### src/rtl/axi_lite_icb_bridge.sv
// AXI-Lite slave to ICB master bridge: one-deep AW/W/AR buffers feeding a single
// ICB master port with at most one command outstanding; reads and writes alternate on conflict.
module axi_lite_icb_bridge #(
    parameter real        simulation_delay = 1,
    parameter logic [1:0] slverr_code      = 2'b10
) (
    input  logic        clk,
    input  logic        resetn,
    input  logic [31:0] s_axi_awaddr,
    input  logic [2:0]  s_axi_awprot,
    input  logic        s_axi_awvalid,
    output logic        s_axi_awready,
    input  logic [31:0] s_axi_wdata,
    input  logic [3:0]  s_axi_wstrb,
    input  logic        s_axi_wvalid,
    output logic        s_axi_wready,
    output logic [1:0]  s_axi_bresp,
    output logic        s_axi_bvalid,
    input  logic        s_axi_bready,
    input  logic [31:0] s_axi_araddr,
    input  logic [2:0]  s_axi_arprot,
    input  logic        s_axi_arvalid,
    output logic        s_axi_arready,
    output logic [31:0] s_axi_rdata,
    output logic [1:0]  s_axi_rresp,
    output logic        s_axi_rvalid,
    input  logic        s_axi_rready,
    output logic [31:0] m_icb_cmd_addr,
    output logic        m_icb_cmd_read,
    output logic [31:0] m_icb_cmd_wdata,
    output logic [3:0]  m_icb_cmd_wmask,
    output logic        m_icb_cmd_valid,
    input  logic        m_icb_cmd_ready,
    input  logic [31:0] m_icb_rsp_rdata,
    input  logic        m_icb_rsp_err,
    input  logic        m_icb_rsp_valid,
    output logic        m_icb_rsp_ready
);

    localparam logic [1:0] RESP_OKAY = 2'b00;

    typedef enum logic [2:0] {ST_IDLE, ST_CMD, ST_RSP, ST_BRESP, ST_RRESP} state_t;

    state_t      state;
    logic        aw_vld, w_vld, ar_vld;
    logic [31:0] aw_addr, w_data, ar_addr;
    logic [3:0]  w_strb;
    logic        last_was_wr, cur_is_wr;
    logic        cmd_valid, cmd_read, rsp_ready;
    logic [31:0] cmd_addr, cmd_wdata, rdata;
    logic [3:0]  cmd_wmask;
    logic        bvalid, rvalid;
    logic [1:0]  bresp, rresp;
    logic        wr_ok, rd_ok, pick_wr, take_wr, take_rd;
    logic        unused_prot;

    // The delay parameter only shapes simulation timing and builds no hardware.
    if (simulation_delay < 0.0) begin : g_neg_delay
    end

    assign unused_prot = ^{s_axi_awprot, s_axi_arprot};

    // On a conflict, serve the opposite of whatever went out last.
    assign wr_ok   = aw_vld & w_vld;
    assign rd_ok   = ar_vld;
    assign pick_wr = wr_ok & (~rd_ok | ~last_was_wr);
    assign take_wr = (state == ST_IDLE) & pick_wr;
    assign take_rd = (state == ST_IDLE) & rd_ok & ~pick_wr;

    assign s_axi_awready   = ~aw_vld;
    assign s_axi_wready    = ~w_vld;
    assign s_axi_arready   = ~ar_vld;
    assign s_axi_bresp     = bresp;
    assign s_axi_bvalid    = bvalid;
    assign s_axi_rdata     = rdata;
    assign s_axi_rresp     = rresp;
    assign s_axi_rvalid    = rvalid;
    assign m_icb_cmd_addr  = cmd_addr;
    assign m_icb_cmd_read  = cmd_read;
    assign m_icb_cmd_wdata = cmd_wdata;
    assign m_icb_cmd_wmask = cmd_wmask;
    assign m_icb_cmd_valid = cmd_valid;
    assign m_icb_rsp_ready = rsp_ready;

    // A buffer cannot be filled and drained in the same edge: draining needs vld=1, which holds ready low.
    always_ff @(posedge clk or negedge resetn) begin
        if (!resetn) begin
            aw_vld  <= 1'b0;
            aw_addr <= '0;
            w_vld   <= 1'b0;
            w_data  <= '0;
            w_strb  <= '0;
            ar_vld  <= 1'b0;
            ar_addr <= '0;
        end else begin
            if (s_axi_awvalid && !aw_vld) begin
                aw_vld  <= 1'b1;
                aw_addr <= s_axi_awaddr;
            end else if (take_wr) begin
                aw_vld <= 1'b0;
            end
            if (s_axi_wvalid && !w_vld) begin
                w_vld  <= 1'b1;
                w_data <= s_axi_wdata;
                w_strb <= s_axi_wstrb;
            end else if (take_wr) begin
                w_vld <= 1'b0;
            end
            if (s_axi_arvalid && !ar_vld) begin
                ar_vld  <= 1'b1;
                ar_addr <= s_axi_araddr;
            end else if (take_rd) begin
                ar_vld <= 1'b0;
            end
        end
    end

    always_ff @(posedge clk or negedge resetn) begin
        if (!resetn) begin
            state       <= ST_IDLE;
            last_was_wr <= 1'b0;
            cur_is_wr   <= 1'b0;
            cmd_valid   <= 1'b0;
            cmd_addr    <= '0;
            cmd_read    <= 1'b0;
            cmd_wdata   <= '0;
            cmd_wmask   <= '0;
            rsp_ready   <= 1'b0;
            bvalid      <= 1'b0;
            bresp       <= '0;
            rvalid      <= 1'b0;
            rresp       <= '0;
            rdata       <= '0;
        end else begin
            case (state)
                ST_IDLE: begin
                    if (take_wr) begin
                        cmd_addr    <= aw_addr;
                        cmd_read    <= 1'b0;
                        cmd_wdata   <= w_data;
                        cmd_wmask   <= w_strb;
                        cmd_valid   <= 1'b1;
                        cur_is_wr   <= 1'b1;
                        last_was_wr <= 1'b1;
                        state       <= ST_CMD;
                    end else if (take_rd) begin
                        cmd_addr    <= ar_addr;
                        cmd_read    <= 1'b1;
                        cmd_wdata   <= '0;
                        cmd_wmask   <= '0;
                        cmd_valid   <= 1'b1;
                        cur_is_wr   <= 1'b0;
                        last_was_wr <= 1'b0;
                        state       <= ST_CMD;
                    end
                end
                ST_CMD: begin
                    if (m_icb_cmd_ready) begin
                        cmd_valid <= 1'b0;
                        rsp_ready <= 1'b1;
                        state     <= ST_RSP;
                    end
                end
                ST_RSP: begin
                    if (m_icb_rsp_valid) begin
                        rsp_ready <= 1'b0;
                        if (cur_is_wr) begin
                            bresp  <= m_icb_rsp_err ? slverr_code : RESP_OKAY;
                            bvalid <= 1'b1;
                            state  <= ST_BRESP;
                        end else begin
                            rdata  <= m_icb_rsp_rdata;
                            rresp  <= m_icb_rsp_err ? slverr_code : RESP_OKAY;
                            rvalid <= 1'b1;
                            state  <= ST_RRESP;
                        end
                    end
                end
                ST_BRESP: begin
                    if (s_axi_bready) begin
                        bvalid <= 1'b0;
                        state  <= ST_IDLE;
                    end
                end
                ST_RRESP: begin
                    if (s_axi_rready) begin
                        rvalid <= 1'b0;
                        state  <= ST_IDLE;
                    end
                end
                default: state <= ST_IDLE;
            endcase
        end
    end

endmodule

### config.mk
export PLATFORM = sky130hd
export DESIGN_NAME = axi_lite_icb_bridge
export DESIGN_NICKNAME = d
export VERILOG_FILES = /design/src/rtl/axi_lite_icb_bridge.sv
export SDC_FILE = /design/constraint.sdc
export NUM_CORES = 1
export LEC_CHECK = 0
export BUFFER_PORTS_ARGS = -buffer_cell sky130_fd_sc_hd__buf_2
export CAP_MARGIN = 20
export CORE_ASPECT_RATIO = 1.5
export CORE_MARGIN = 8
export CORE_UTILIZATION = 46
export DETAILED_ROUTE_END_ITERATION = 8
export PLACE_DENSITY = 0.85
export SYNTH_ARGS = -nofsm -noshare
export SYNTH_HDL_FRONTEND = slang
export SYNTH_SLANG_ARGS = --single-unit
### constraint.sdc
create_clock -name clk -period 1.76 [get_ports clk]
set_input_delay 0 -clock clk [delete_from_list [all_inputs] [get_ports clk]]
set_output_delay 0 -clock clk [all_outputs]
set_load 0.01 [all_outputs]
# Yosys cells after proc, flatten, opt, wreduce, memory -nomap -nowiden

Index checks and enable logic that the tools add are counted.

$add $sub $neg: 0
$mul: 0
Divide/modulo/power cells: 0
Magnitude comparators: 0
Equal/unequal tests: 11
Shifts and indexed selects: 0
Multiplexer cells: 37
Bitwise gates (word level): 11
Reductions and logical operators: 23

Operators by type and width:

| operator           | count |
|---|---|
| $mux 32            | 4 |
| $mux 3             | 7 |
| $mux 1             | 18 |
| $reduce_bool 2->1  | 8 |
| $pmux 3 s5         | 1 |
| $ne 2x2->1 const B | 6 |
| $reduce_and 3->1   | 4 |
| $mux 4             | 2 |
| $pmux 1 s2         | 4 |
| $reduce_and 4->1   | 2 |
| $eq 3x2->1 const B | 2 |
| $and 1x1->1        | 5 |
| $not 1->1          | 5 |
| $reduce_and 5->1   | 1 |
| $eq 3x1->1 const B | 1 |
| $eq 3x3->1 const B | 1 |
| $logic_and 1x1->1  | 3 |
| $logic_not 1->1    | 3 |
| $logic_not 3->1    | 1 |
| $ne 3x3->1 const B | 1 |
| $mux 2             | 1 |
| $reduce_and 2->1   | 1 |
| $or 1x1->1         | 1 |

Register bits: 216
Latch bits: 0
Bits in writable memories: 0
ROM bits: 0
Output and inout port bits: 112
Memories kept: 0

# Logic depth before layout (Yosys ltp)

Depth after elaboration: 8
Mapped depth: 7
Mapped depth without buffers: 4

# Worst setup path after synthesis

Ideal clock, no wire load.

Kind: reg-to-reg
From: reg state[2]
To: reg rdata[10], in the netlist s_axi_rdata[10]
Library setup time: 125 ps
Arrival time: 1,503 ps
Slack: 132 ps
Cell stages (with the launch flop): 7
Path buffers: 2
Cells stage by stage: dfrtp_1 > buf_4 > nor3b_2 > nand2_1 > nor2_4 > buf_6 > mux2_2

Word-level cells in the longest chain between the ends: 2

RTL lines:

| element                    | line | source |
|---|---|---|
| from (decl)                | 44   | `state_t state;` |
| from (signal assigned)     | 120  | `state <= ST_IDLE;` |
| from (signal assigned)     | 145  | `state <= ST_CMD;` |
| from (signal assigned)     | 154  | `state <= ST_CMD;` |
| $eq 3x2->1                 | 135  | `case (state)` |
| $reduce_and 3->1 (no line) | --   |  |
| to (signal assigned)       | 172  | `rdata <= m_icb_rsp_rdata;` |
| to (decl)                  | 50   | `logic [31:0] cmd_addr, cmd_wdata, rdata;` |

Every way passes these cells.
A chain may end at the register's enable or synchronous reset.

# Final worst setup path

From: reg ar_vld
To: reg cmd_addr[18], in the netlist m_icb_cmd_addr[18]

Word-level cells in the longest chain between the ends: 7
Elaborated cells between the ends (all ways): 10
Classes of those cells: mux: 1; bitwise: 7; reduce/logical: 2

RTL lines:

| element                     | line | source |
|---|---|---|
| from (decl)                 | 45   | `logic aw_vld, w_vld, ar_vld;` |
| from (signal assigned)      | 93   | `ar_vld <= 1'b0;` |
| from (signal assigned)      | 110  | `ar_vld <= 1'b1;` |
| from (signal assigned)      | 113  | `ar_vld <= 1'b0;` |
| $not 1->1                   | 66   | `assign pick_wr = wr_ok & (~rd_ok \| ~last_was_wr);` |
| $or 1x1->1                  | 66   |  |
| $and 1x1->1                 | 66   |  |
| $not 1->1                   | 68   | `assign take_rd = (state == ST_IDLE) & rd_ok & ~pick_wr;` |
| $and 1x1->1                 | 68   |  |
| $reduce_bool 2->1 (no line) | --   |  |
| $reduce_and 2->1 (no line)  | --   |  |
| to (signal assigned)        | 138  | `cmd_addr <= aw_addr;` |
| to (signal assigned)        | 147  | `cmd_addr <= ar_addr;` |
| to (decl)                   | 50   |  |

Parallel ways exist; a longest one is shown, timed or not.

==> impl_metrics.tcl <==
set metrics [dict create \
    initial_utilization_pct 46.3 \
    first_global_vias 7208 \
    synth_top_family_by_area "multiplexers" \
    drt-vias-per-instance 5.38 \
    drc 0 \
    drt_pass1_iterations 4 \
    r2r_cells 4 \
    slew_headroom_pct 65.6 \
    vias 6486 \
    place_inst 1029 \
    fin_nets 1123 \
    cts.path.max_buffers 3 \
    hold_viol 0 \
    synth-compound-area-share_pct 9.59 \
    crit_fanout 32 \
    drive_gt1_share_pct 44.5 \
    power_density_mw_per_mm2 1790 \
    avgSynthCellArea_um2 14.2 \
    overflow 0 \
    timing.final.crit_share_pct 95.6 \
    fill_cells 1126 \
    synth_xor_area_share_pct 0 \
    peakVddDrop_mv 1.13 \
    ys_seq_area_share_pct 65.0 \
    min_path_type "input pin to async pin" \
    finClkSkew_ps 6.91 \
    synthSimpleGateAreaFrac_pct 3.69 \
    final_cell_mix "buf_2, dfrtp_1, dlygate4sd3_1" \
    rsz0062_at_grt "false" \
    post_dp_cell_area_mm2 0.00987 \
    ys_ff_latch 214 \
    die_h_um 180 \
    muxShareOfSynthArea_pct 18.6 \
    drt_iter0_markers 421 \
    drv_slew 0 \
    setup_violations 0 \
    cts_buffers 20 \
    crit_type "flop to flop" \
    required_ps 2140 \
    r2r_start "ar_vld" \
    final_common_cell "buf_2" \
    gp_congestion 0.730 \
    timing.fmax_mhz 594 \
    finalInstanceArea_mm2 0.0120 \
    crit_path_end_kind "flop" \
    synth_cells 581 \
    antenna_left 0 \
    portBuffers 251 \
    cap_violations 0 \
    crit_chain "a21o_1 > buf_4 > o22ai_1 > a21oi_1" \
    reg2reg_to "m_icb_cmd_addr[18]" \
    post_cts_buffers 0 \
    ys_warn_count 0 \
    final-instance-count-excl-fill 1206 \
    antenna_found_initial 1 \
    cts.sinks 214 \
    grt_usage_pct 21.1 \
    cts-root-buf "clkbuf_16" \
    max_stage_delay_ps 530 \
    clock_latency_ps 480 \
    startpoint_type "flop" \
    io_pins 260 \
    reg2reg_slack_ps 80 \
    yosysUniqueCellTypes 33 \
    core-area_mm2 0.0178 \
    slowest_stage "dfrtp_1" \
    area_growth_pct 45.5 \
    fin_util_pct 67.4 \
    cts_tree "done" \
    syn_area_mm2 0.00824 \
    routedWlPerCell_um 20.2 \
    status "complete, no violations" \
    rows 60 \
    drt_wl_total_um 24400 \
    fp.dieArea_mm2 0.0225 \
    path_clk_slew_ps 70 \
    hpwl_um 14500 \
    finalCriticalPeriod_ps 1680 \
    htreeDepth 1 \
    grt_pass1_wl_um 38700 \
    crit_arrival_ps 2070 \
    fin_tns_setup_ps 0 \
    leakagePower_nw 5.63 \
    worst_slew_pin_slew_ps 516 \
    grt_max_degree 59 \
    yosys.area_share.adder_pct 0 \
    die_w_um 125 \
]
==> metrics by stage <==
step	setup slack (ps)	total power, W	hold slack, ps
after floorplan	132	0.0135	-296
after global placement	189	0.0161	19.4
after detailed placement	131	0.0165	20.6
after CTS	85.8	0.0214	72.1
after global routing	8.00	0.0226	113
final	76.7	0.0215	88.7
==> report_power, final <==
group / internal [W] / leakage (nW) / total, W / switching, W
Sequential: 0.00730 / 2.56 / 0.00871 / 0.00140
Clock: 0.00276 / 0.351 / 0.00452 / 0.00176
Combinational: 0.00403 / 2.73 / 0.00829 / 0.00425
Total: 0.0141 / 5.63 / 0.0215 / 0.00741
==> flip-flops by register name, indices dropped and copies added, names as in the netlist <==
register         flops
m_icb_cmd_wmask      4
cur_is_wr            1
m_icb_cmd_wdata     32
w_vld                1
ar_addr             32
aw_addr             32
s_axi_rvalid         1
w_strb               4
s_axi_bresp          1
w_data              32
m_icb_cmd_addr      32
s_axi_rresp          1
state                3
m_icb_cmd_read       1
s_axi_rdata         32
s_axi_bvalid         1
m_icb_cmd_valid      1
ar_vld               1
m_icb_rsp_ready      1
aw_vld               1
==> critical path, delay by kind of cell, from the launching register on <==
family / cells / cell delay, ps
DFF: 1 / 530
buffers and inverters: 1 / 400
AOI/OAI and AO/OA: 3 / 650
==> cell usage after synthesis, drive strengths merged <==
cell,instances,share of area (%)
clkbuf,11,0.50
mux2,135,18
nor2,44,2.1
a21o,4,0.36
a221oi,1,0.11
a2111oi,1,0.11
buf,32,2.3
inv,7,0.32
nor4,1,0.26
o21ai,3,0.18
a21oi,37,2.2
and2,1,0.076
dfrtp,214,65
nand3,2,0.12
o22ai,33,2.5
nor2b,4,0.30
conb,1,0.045
nor3,1,0.20
nand2,6,0.30
nor3b,2,0.24
a22o,36,3.8
mux2i,1,0.12
a32oi,1,0.11
nand3b,1,0.091
a31oi,2,0.15
==> timing repair <==
item | CTS | global route
endpoints found under the hold margin | 357 | 0
gates resized for setup | 0 | 1
setup endpoints to repair | 0 | 14
hold buffers | 141 | 0
==> worst max path at each step <==
stage             start  cells after the start                  to  slack [ps]
3_3_place_gp      w_vld                      5   m_icb_cmd_addr[3]         190
2_1_floorplan  state[2]                      6     s_axi_rdata[10]         130
6_report         ar_vld                      4  m_icb_cmd_addr[18]          80
4_1_cts        state[0]                      6   m_icb_cmd_addr[4]          90
5_1_grt        state[0]                      5      s_axi_rdata[4]           8
3_5_place_dp   state[0]                      6   m_icb_cmd_addr[8]         130
==> layout make-up <==
class | instances | area (µm²) | share of cell area, %
clock buffer | 30 | 629 | 5.25
clock inverter | 5 | 75.1 | 0.626
antenna | 1 | 2.50 | 0.0209
inverter | 7 | 26.3 | 0.219
sequential | 214 | 5360 | 44.7
multi-input combinational | 318 | 2650 | 22.1
tap | 217 | 272 | 2.26
timing repair buffer | 414 | 2980 | 24.9
==> layer usage <==
metal  share of wire (%)  global-route usage, %
met2                  53                   38.0
met3                 7.3                   5.33
met1                  37                   23.8
met4                 2.5                   6.75
met5                   0                      0
==> cell families (layout without fill, tap and decap cells) <==
group,Yosys count,count (layout)
compound gates,118,118
other cells,1,3
buf+inv,50,456
mux,136,136
simple gates,62,62
flops,214,214
Note: power is estimated with default switching activity, not from simulation.
